File: src/rtl/rv32_mem_pkg.sv
// rtl/rv32_mem_pkg.sv - shared state encoding and access-legality check for the RV32 memory port
package rv32_mem_pkg;

  typedef enum logic [1:0] {
    ST_IDLE   = 2'd0,
    ST_RESP_I = 2'd1,
    ST_RESP_D = 2'd2
  } state_e;

  // Legal when word aligned (if required) and inside a 2**aw-word RAM (if range checking).
  function automatic logic access_ok(input logic [31:0] addr, input logic need_align,
                                     input int unsigned aw, input logic range_check);
    logic [31:0] hi;
    hi = addr >> (aw + 32'd2);
    access_ok = !(need_align && (addr[1:0] != 2'b00)) && !(range_check && (hi != 32'd0));
  endfunction

endpackage

File: src/rtl/rv32_mem_addr_check.sv
// rtl/rv32_mem_addr_check.sv - combinational legality check for one requester's byte address
module rv32_mem_addr_check
  import rv32_mem_pkg::*;
#(
  parameter int unsigned AW          = 8,
  parameter bit          RANGE_CHECK = 1'b1
) (
  input  logic [31:0] addr_i,
  input  logic        align_i,
  output logic        ok_o
);

  assign ok_o = access_ok(addr_i, align_i, AW, RANGE_CHECK);

endmodule

File: src/rtl/rv32_mem_arbiter.sv
// rtl/rv32_mem_arbiter.sv - shares one single-port word RAM between fetch and load/store channels
module rv32_mem_arbiter
  import rv32_mem_pkg::*;
#(
  parameter int unsigned AW          = 8,
  parameter bit          RANGE_CHECK = 1'b1,
  parameter int unsigned CNT_W       = 16
) (
  input  logic             clk,
  input  logic             rst,
  input  logic             i_req,
  input  logic [31:0]      i_addr,
  output logic             i_ack,
  output logic [31:0]      i_rdata,
  input  logic             d_read,
  input  logic             d_write,
  input  logic [31:0]      d_addr,
  input  logic [31:0]      d_wdata,
  input  logic [3:0]       d_mask,
  output logic             d_ack,
  output logic [31:0]      d_rdata,
  output logic             err,
  output logic             ram_en,
  output logic [3:0]       ram_we,
  output logic [AW-1:0]    ram_addr,
  output logic [31:0]      ram_wdata,
  input  logic [31:0]      ram_rdata,
  output logic [CNT_W-1:0] i_wait_cnt
);

  state_e           state_q;
  logic             i_ack_q, d_ack_q, err_q, d_upd_q;
  logic [31:0]      i_rdata_q, d_rdata_q;
  logic [CNT_W-1:0] cnt_q;
  logic             i_ok, d_ok, d_req, i_elig, d_elig, grant_i, grant_d, i_bad, d_bad;

  rv32_mem_addr_check #(.AW(AW), .RANGE_CHECK(RANGE_CHECK)) u_chk_i (
    .addr_i(i_addr), .align_i(1'b1), .ok_o(i_ok)
  );

  // Stores may be byte-misaligned; only loads need word alignment.
  rv32_mem_addr_check #(.AW(AW), .RANGE_CHECK(RANGE_CHECK)) u_chk_d (
    .addr_i(d_addr), .align_i(d_read), .ok_o(d_ok)
  );

  // The requester being acked this cycle still holds its req, so it sits out arbitration.
  assign d_req   = d_read | d_write;
  assign i_elig  = i_req && (state_q != ST_RESP_I);
  assign d_elig  = d_req && (state_q != ST_RESP_D);
  assign grant_d = d_elig;
  assign grant_i = i_elig && !d_elig;
  assign d_bad   = (d_read && d_write) || !d_ok;
  assign i_bad   = !i_ok;

  assign ram_en    = !rst && ((grant_d && !d_bad) || (grant_i && !i_bad));
  assign ram_we    = (!rst && grant_d && !d_bad && d_write) ? d_mask : 4'b0000;
  assign ram_addr  = grant_d ? d_addr[AW+1:2] : i_addr[AW+1:2];
  assign ram_wdata = d_wdata;

  // RAM data arrives in the ack cycle, so read data is forwarded there and held afterwards.
  assign i_ack      = i_ack_q && !rst;
  assign d_ack      = d_ack_q && !rst;
  assign err        = err_q && !rst;
  assign i_rdata    = i_ack ? (err ? 32'd0 : ram_rdata) : i_rdata_q;
  assign d_rdata    = (d_ack && d_upd_q) ? (err ? 32'd0 : ram_rdata) : d_rdata_q;
  assign i_wait_cnt = cnt_q;

  always_ff @(posedge clk) begin
    if (rst) begin
      state_q   <= ST_IDLE;
      i_ack_q   <= 1'b0;
      d_ack_q   <= 1'b0;
      err_q     <= 1'b0;
      d_upd_q   <= 1'b0;
      i_rdata_q <= 32'd0;
      d_rdata_q <= 32'd0;
      cnt_q     <= '0;
    end else begin
      i_rdata_q <= i_rdata;
      d_rdata_q <= d_rdata;
      i_ack_q   <= grant_i;
      d_ack_q   <= grant_d;
      err_q     <= (grant_d && d_bad) || (grant_i && i_bad);
      d_upd_q   <= grant_d && (d_read || d_bad);
      if (grant_d)      state_q <= ST_RESP_D;
      else if (grant_i) state_q <= ST_RESP_I;
      else              state_q <= ST_IDLE;
      if (i_req && !grant_i && (cnt_q != '1)) cnt_q <= cnt_q + 1'b1;
    end
  end

endmodule

File: config.mk
export PLATFORM = sky130hd
export DESIGN_NAME = rv32_mem_arbiter
export DESIGN_NICKNAME = d
export VERILOG_FILES = /design/src/rtl/rv32_mem_pkg.sv /design/src/rtl/rv32_mem_addr_check.sv /design/src/rtl/rv32_mem_arbiter.sv
export SDC_FILE = /design/constraint.sdc
export NUM_CORES = 1
export LEC_CHECK = 0
export CELL_PAD_IN_SITES_DETAIL_PLACEMENT = 0
export CELL_PAD_IN_SITES_GLOBAL_PLACEMENT = 1
export CORE_ASPECT_RATIO = 0.75
export CORE_MARGIN = 4
export CORE_UTILIZATION = 25
export DETAILED_ROUTE_END_ITERATION = 8
export PLACE_DENSITY_LB_ADDON = 0.1
export RECOVER_POWER = 25
export SETUP_SLACK_MARGIN = 0.3
export SKIP_CTS_REPAIR_TIMING = 1
export SLEW_MARGIN = 15
export SYNTH_ARGS = -nofsm -noshare
export SYNTH_HDL_FRONTEND = slang
export SYNTH_SLANG_ARGS = --single-unit
File: constraint.sdc
create_clock -name clk -period 2.6 [get_ports clk]
set_input_delay 0.78 -clock clk [delete_from_list [all_inputs] [get_ports clk]]
set_output_delay 0.78 -clock clk [all_outputs]
set_load 0.1 [all_outputs]
-- Yosys cells after proc, flatten, opt, wreduce, memory -nomap -nowiden
Cells that the tools add are included.
- flip-flop bits (word level): 86
- bits of input ports: 137
- output and inout bits: 128
- word-level logic and storage cells: 62
- add/sub/neg operators: 1
- equality and inequality tests: 3
- muxes and demuxes: 7
- bitwise operators: 1
- reduce and logical (&&, ||, !) cells: 41
- operators by type and width (cell ; number):
    $mux 32 ; 3
    $reduce_bool 32->1 ; 2
    $logic_and 1x1->1 ; 22
    $add 16x1->16 const B ; 1
    $ne 16x16->1 const B ; 1
    $logic_not 1->1 ; 10
    $mux 8 ; 1
    $logic_or 1x1->1 ; 4
    $mux 4 ; 1
    $reduce_bool 2->1 ; 2
    $mux 2 ; 1
    $ne 2x1->1 const B ; 1
    $ne 2x2->1 const B ; 1
    $reduce_or 2->1 ; 1
    $mux 1 ; 1
    $or 1x1->1 ; 1

-- Logic depth before layout (Yosys ltp)
- depth in word-level cells: 10
- gate-level depth with buffers: 7

-- By module
Synthesis repeated with hierarchy kept, for this count alone.
- cells, all modules: 506
- area total of the unflattened synthesis: 3982.6 um2
- modules (own cells, without submodules) (module ; times used ; cells an instance ; area an instance (um2)):
    rv32_mem_arbiter ; 1 ; 486 ; 3872.5
    rv32_mem_addr_check ; 2 ; 10 ; 55.1

-- Least setup slack after synthesis
No wires, ideal clock.
- path kind: in2out
- start: input d_read
- end: output ram_en
- arrival time: 3.799 ns
- setup slack: -1.979 ns
- stages on the path: 4
- cell sequence: nor2_1 a21oi_2 or4_1 o31ai_1
- word-level cells in the longest chain between the ends: 9
- RTL lines (what ; line ; text):
    start: declaration ; rv32_mem_arbiter.sv:15 ; input logic d_read,
    $logic_and 1x1->1 ; rv32_mem_pkg.sv:15 ; access_ok = !(need_align && (addr[1:0] != 2'b00)) && !(range_check && (hi != 32'd0));
    $logic_not 1->1 ; rv32_mem_pkg.sv:15 ;
    $logic_and 1x1->1 ; rv32_mem_pkg.sv:15 ;
    $logic_not 1->1 ; rv32_mem_arbiter.sv:52 ; assign d_bad = (d_read && d_write) || !d_ok;
    $logic_or 1x1->1 ; rv32_mem_arbiter.sv:52 ;
    $logic_not 1->1 ; rv32_mem_arbiter.sv:55 ; assign ram_en = !rst && ((grant_d && !d_bad) || (grant_i && !i_bad));
    $logic_and 1x1->1 ; rv32_mem_arbiter.sv:55 ;
    $logic_or 1x1->1 (*) ; rv32_mem_arbiter.sv:55 ;
    $logic_and 1x1->1 (*) ; rv32_mem_arbiter.sv:55 ;
    end: declaration ; rv32_mem_arbiter.sv:23 ; output logic ram_en,
Mark *: on every way between the ends. The rest lies on a longest branch, timed or not.

-- Worst setup path in the final report
- start: input d_addr[29]
- end: output ram_we[2]
- word-level cells in the longest chain between the ends: 9
- RTL lines (what ; line ; text):
    start: declaration ; rv32_mem_arbiter.sv:17 ; input logic [31:0] d_addr,
    $reduce_bool 32->1 ; rv32_mem_pkg.sv:15 ;
    $logic_not 1->1 ; rv32_mem_pkg.sv:15 ;
    $logic_and 1x1->1 ; rv32_mem_pkg.sv:15 ;
    $logic_not 1->1 ; rv32_mem_arbiter.sv:52 ;
    $logic_or 1x1->1 ; rv32_mem_arbiter.sv:52 ;
    $logic_not 1->1 ; rv32_mem_arbiter.sv:56 ; assign ram_we = (!rst && grant_d && !d_bad && d_write) ? d_mask : 4'b0000;
    $logic_and 1x1->1 (2 in series) ; rv32_mem_arbiter.sv:56 ;
    $mux 4 ; rv32_mem_arbiter.sv:56 ;
    end: declaration ; rv32_mem_arbiter.sv:24 ; output logic [3:0] ram_we,
No other way between the ends.

==> run_results.csv <==
group,metric,value,unit
run_status,status,"finished, violations left",
run_status,violations,"setup timing",
worst_setup_path,worstPathRequired,1820,ps
drt,drtIter0Drc,105,
floorplan,die-area,0.01890,mm^2
cts,cts_buffers,9,
layout,final_cells,1015,
cts,clk_path_buf_depth,2,
cts,root_buffer,"clkbuf_16",
synth,synth-edff-count,0,
place,numPortBuffers,200,
place,place.gp.congestion,0.7475,
timing,fin_crit,2842,ps
worst_setup_path,cp.buffers_inverters,3,
grt,grt_usage,0.1588,
timing,setup_ws,-241.7,ps
pwr,vdd_drop_max,0.2993,mV
synth,synth.top_cells.by_count,"nand2_1 (134), dfxtp_1 (85), a21oi_1 (42)",
timing,timing.fmax,0.3519,GHz
drt,wl_per_cell,17.25,um
grt,grt_max_degree,41,
grt,antenna_found_initial,0,
grt,grt_pass1_wl,24350,um
grt,overflow,0,
layout,fill_cells,1338,
synth,synthFlopType,"dfxtp_1",
synth,async_reset_ff_frac,0,
timing,finalSetupViolations,68,
worst_setup_path,startpoint_type,"input port",
floorplan,core.rowCount,40,
pwr,total_power,4.083,mW
drt,via_count,4814,
floorplan,core_area,0.01622,mm^2
timing,hold_viol,0,
worst_setup_path,cp_slowest_stage_delay,250,ps
run,drv_cap,0,
timing,finClkSkew,7.976,ps
pwr,p_leak,4.170,nW
synth,synth.most_common_cell,"nand2_1",
worst_setup_path,crit_chain,"clkbuf_2 -> nor4_4 -> and4_1 -> nand4_1 -> buf_6 -> nor3_4 -> buf_12",
layout,multi_input_area,0.003730,mm^2
pwr,powerDensity,404.6,mW/mm^2
cts,cts.clk_slew.worst_paths,60,ps
synth,synthTopCellsByArea,"dfxtp_1 (41%), nand2_1 (12%), buf_4 (5.9%)",
timing,maxSlewHeadroom,0.6392,
worst_setup_path,worstPathArrival,2060,ps
worst_setup_path,crit_family,"simple AND/OR/NAND/NOR gates",
timing,final.setup.tns,-4988,ps
drt,wirelength,17510,um
place,placed_cell_area,0.008840,mm^2
timing,rsz0062_at_grt,"true",
synth,synth_top_area_frac,0.4065,
layout,fin_area,0.01009,mm^2
timing,fin_crit_sh,1.093,
synth,netlist_area,0.004187,mm^2
synth,synth_top_area_cell,"dfxtp_1",
layout,drive_above_1_share,0.5068,
worst_setup_path,critPathKind,"in2out",
timing,slew_violations,0,
layout,post-route-util,0.6223,
worst_setup_path,critPathMaxFanout,5,
cts,clk_latency,340,ps
synth,synth.distinct_cells,39,
min_path,hold_class,"reg2reg",
synth,syn-mean-instance-area,7.626,um^2
timing,worstMarginPinSlew,537.1,ps
place,pre_cts_ws,-610.3,ps
floorplan,start_util,0.2582,
synth,syn-num-nets,687,
drt,detail-route-antenna-nets,0,
floorplan,die_w,157.4,um
drt,via_per_inst,4.743,
synth,ys.warnings.count,0,
layout,nets,939,
layout,regArea,0.001709,mm^2
cts,cts_sinks,85,
floorplan,ios,265,
place,dpl.hpwl,12100,um
floorplan,dieHeight,120.1,um
layout,antenna_cells,0,
synth,ys_seq_elements,85,
drt,drcViolationCount,0,
place,place_inst,962,
worst_setup_path,slowest_stage,"and4_1",
drt,first_pass_iters,4,
synth,synth_seq_area_share,0.4065,
cts,cts_tree,"done",
layout,syn_to_final_growth,141.0,%
timing,holdWs,513.8,ps
worst_setup_path,end_kind,"primary output",
synth,synth_cells,549,
grt,grt_pass1_vias,4754,
cts,htree_num_levels,3,
## layer usage
metal	up-vias	part of all wire	track usage
met2	111	0.51	0.2828
met3	26	0.051	0.03965
met5	-	0	0
met1	2326	0.43	0.1946
li1	2351	-	-
met4	0	0.0098	0.03009
## tightest hold or removal path, delay by kind of cell (launching register included)
family | cells | cell delay [ps]
DFF | 1 | 350
AOI/OAI and AO/OA | 2 | 130
## sequential cells by signal, summed over array words and instances (netlist names)
signal,count
d_rdata_q,32
d_upd_q,1
err_q,1
i_ack_q,1
i_rdata_q,32
i_wait_cnt,16
state_q,2
## final timing paths
path / endpoint / cells after the start / slack [ps] / start
setup reg to reg: i_wait_cnt[4] / 6 / 770 / i_wait_cnt[0]
setup / recovery: ram_we[2] / 7 / -240 / d_addr[29]
hold reg to reg: i_wait_cnt[12] / 2 / 510 / i_wait_cnt[12]
hold / removal: i_wait_cnt[12] / 2 / 510 / i_wait_cnt[12]
## kinds of logic (layout without fill, tap and decap cells)
group / after synthesis / count (layout) / synth area share
flops: 85 / 85 / 0.4065
fa+ha+maj: 1 / 1 / 0.002988
buf+inv: 83 / 338 / 0.1091
simple gates: 274 / 275 / 0.3210
mux: 14 / 14 / 0.03855
compound gates: 92 / 92 / 0.1219
## cell type report
class	instances	area share
Sequential cell	85	0.1694
Clock inverter	4	0.007192
Multi-Input combinational cell	382	0.3696
Clock buffer	11	0.02405
Inverter	17	0.007068
Tap cell	210	0.02604
Timing Repair Buffer	306	0.3967
## power by group
| group | switching [mW] | internal [mW] |
|---|---|---|
| clock | 0.526 | 0.862 |
| sequential | 0.0163 | 1.33 |
| combinational | 0.771 | 0.577 |
## cell usage in the layout (no fill, tap or decap), types with 4 or more instances in the layout
cell type        count
dfxtp_1             79
o21ai_0              4
nor4_2               7
dfxtp_2              6
clkdlybuf4s50_1     55
inv_1               15
dlymetal6s2s_1      33
clkbuf_16           17
o31ai_1              6
a21oi_1             42
nand3_4             33
nor2b_1             36
buf_8                5
buf_6               18
nand2_2             10
nand2_8             30
nand2_1             65
mux2_4               9
buf_12              95
nor2_1              10
nor4_1               9
mux2_1               5
nand4_1              5
clkbuf_2            11
or4_1                6
nand3_1              6
nand2_4             29
nor3_4               4
o21ai_4             31
buf_4               80
(Power assumes the default switching activity.)
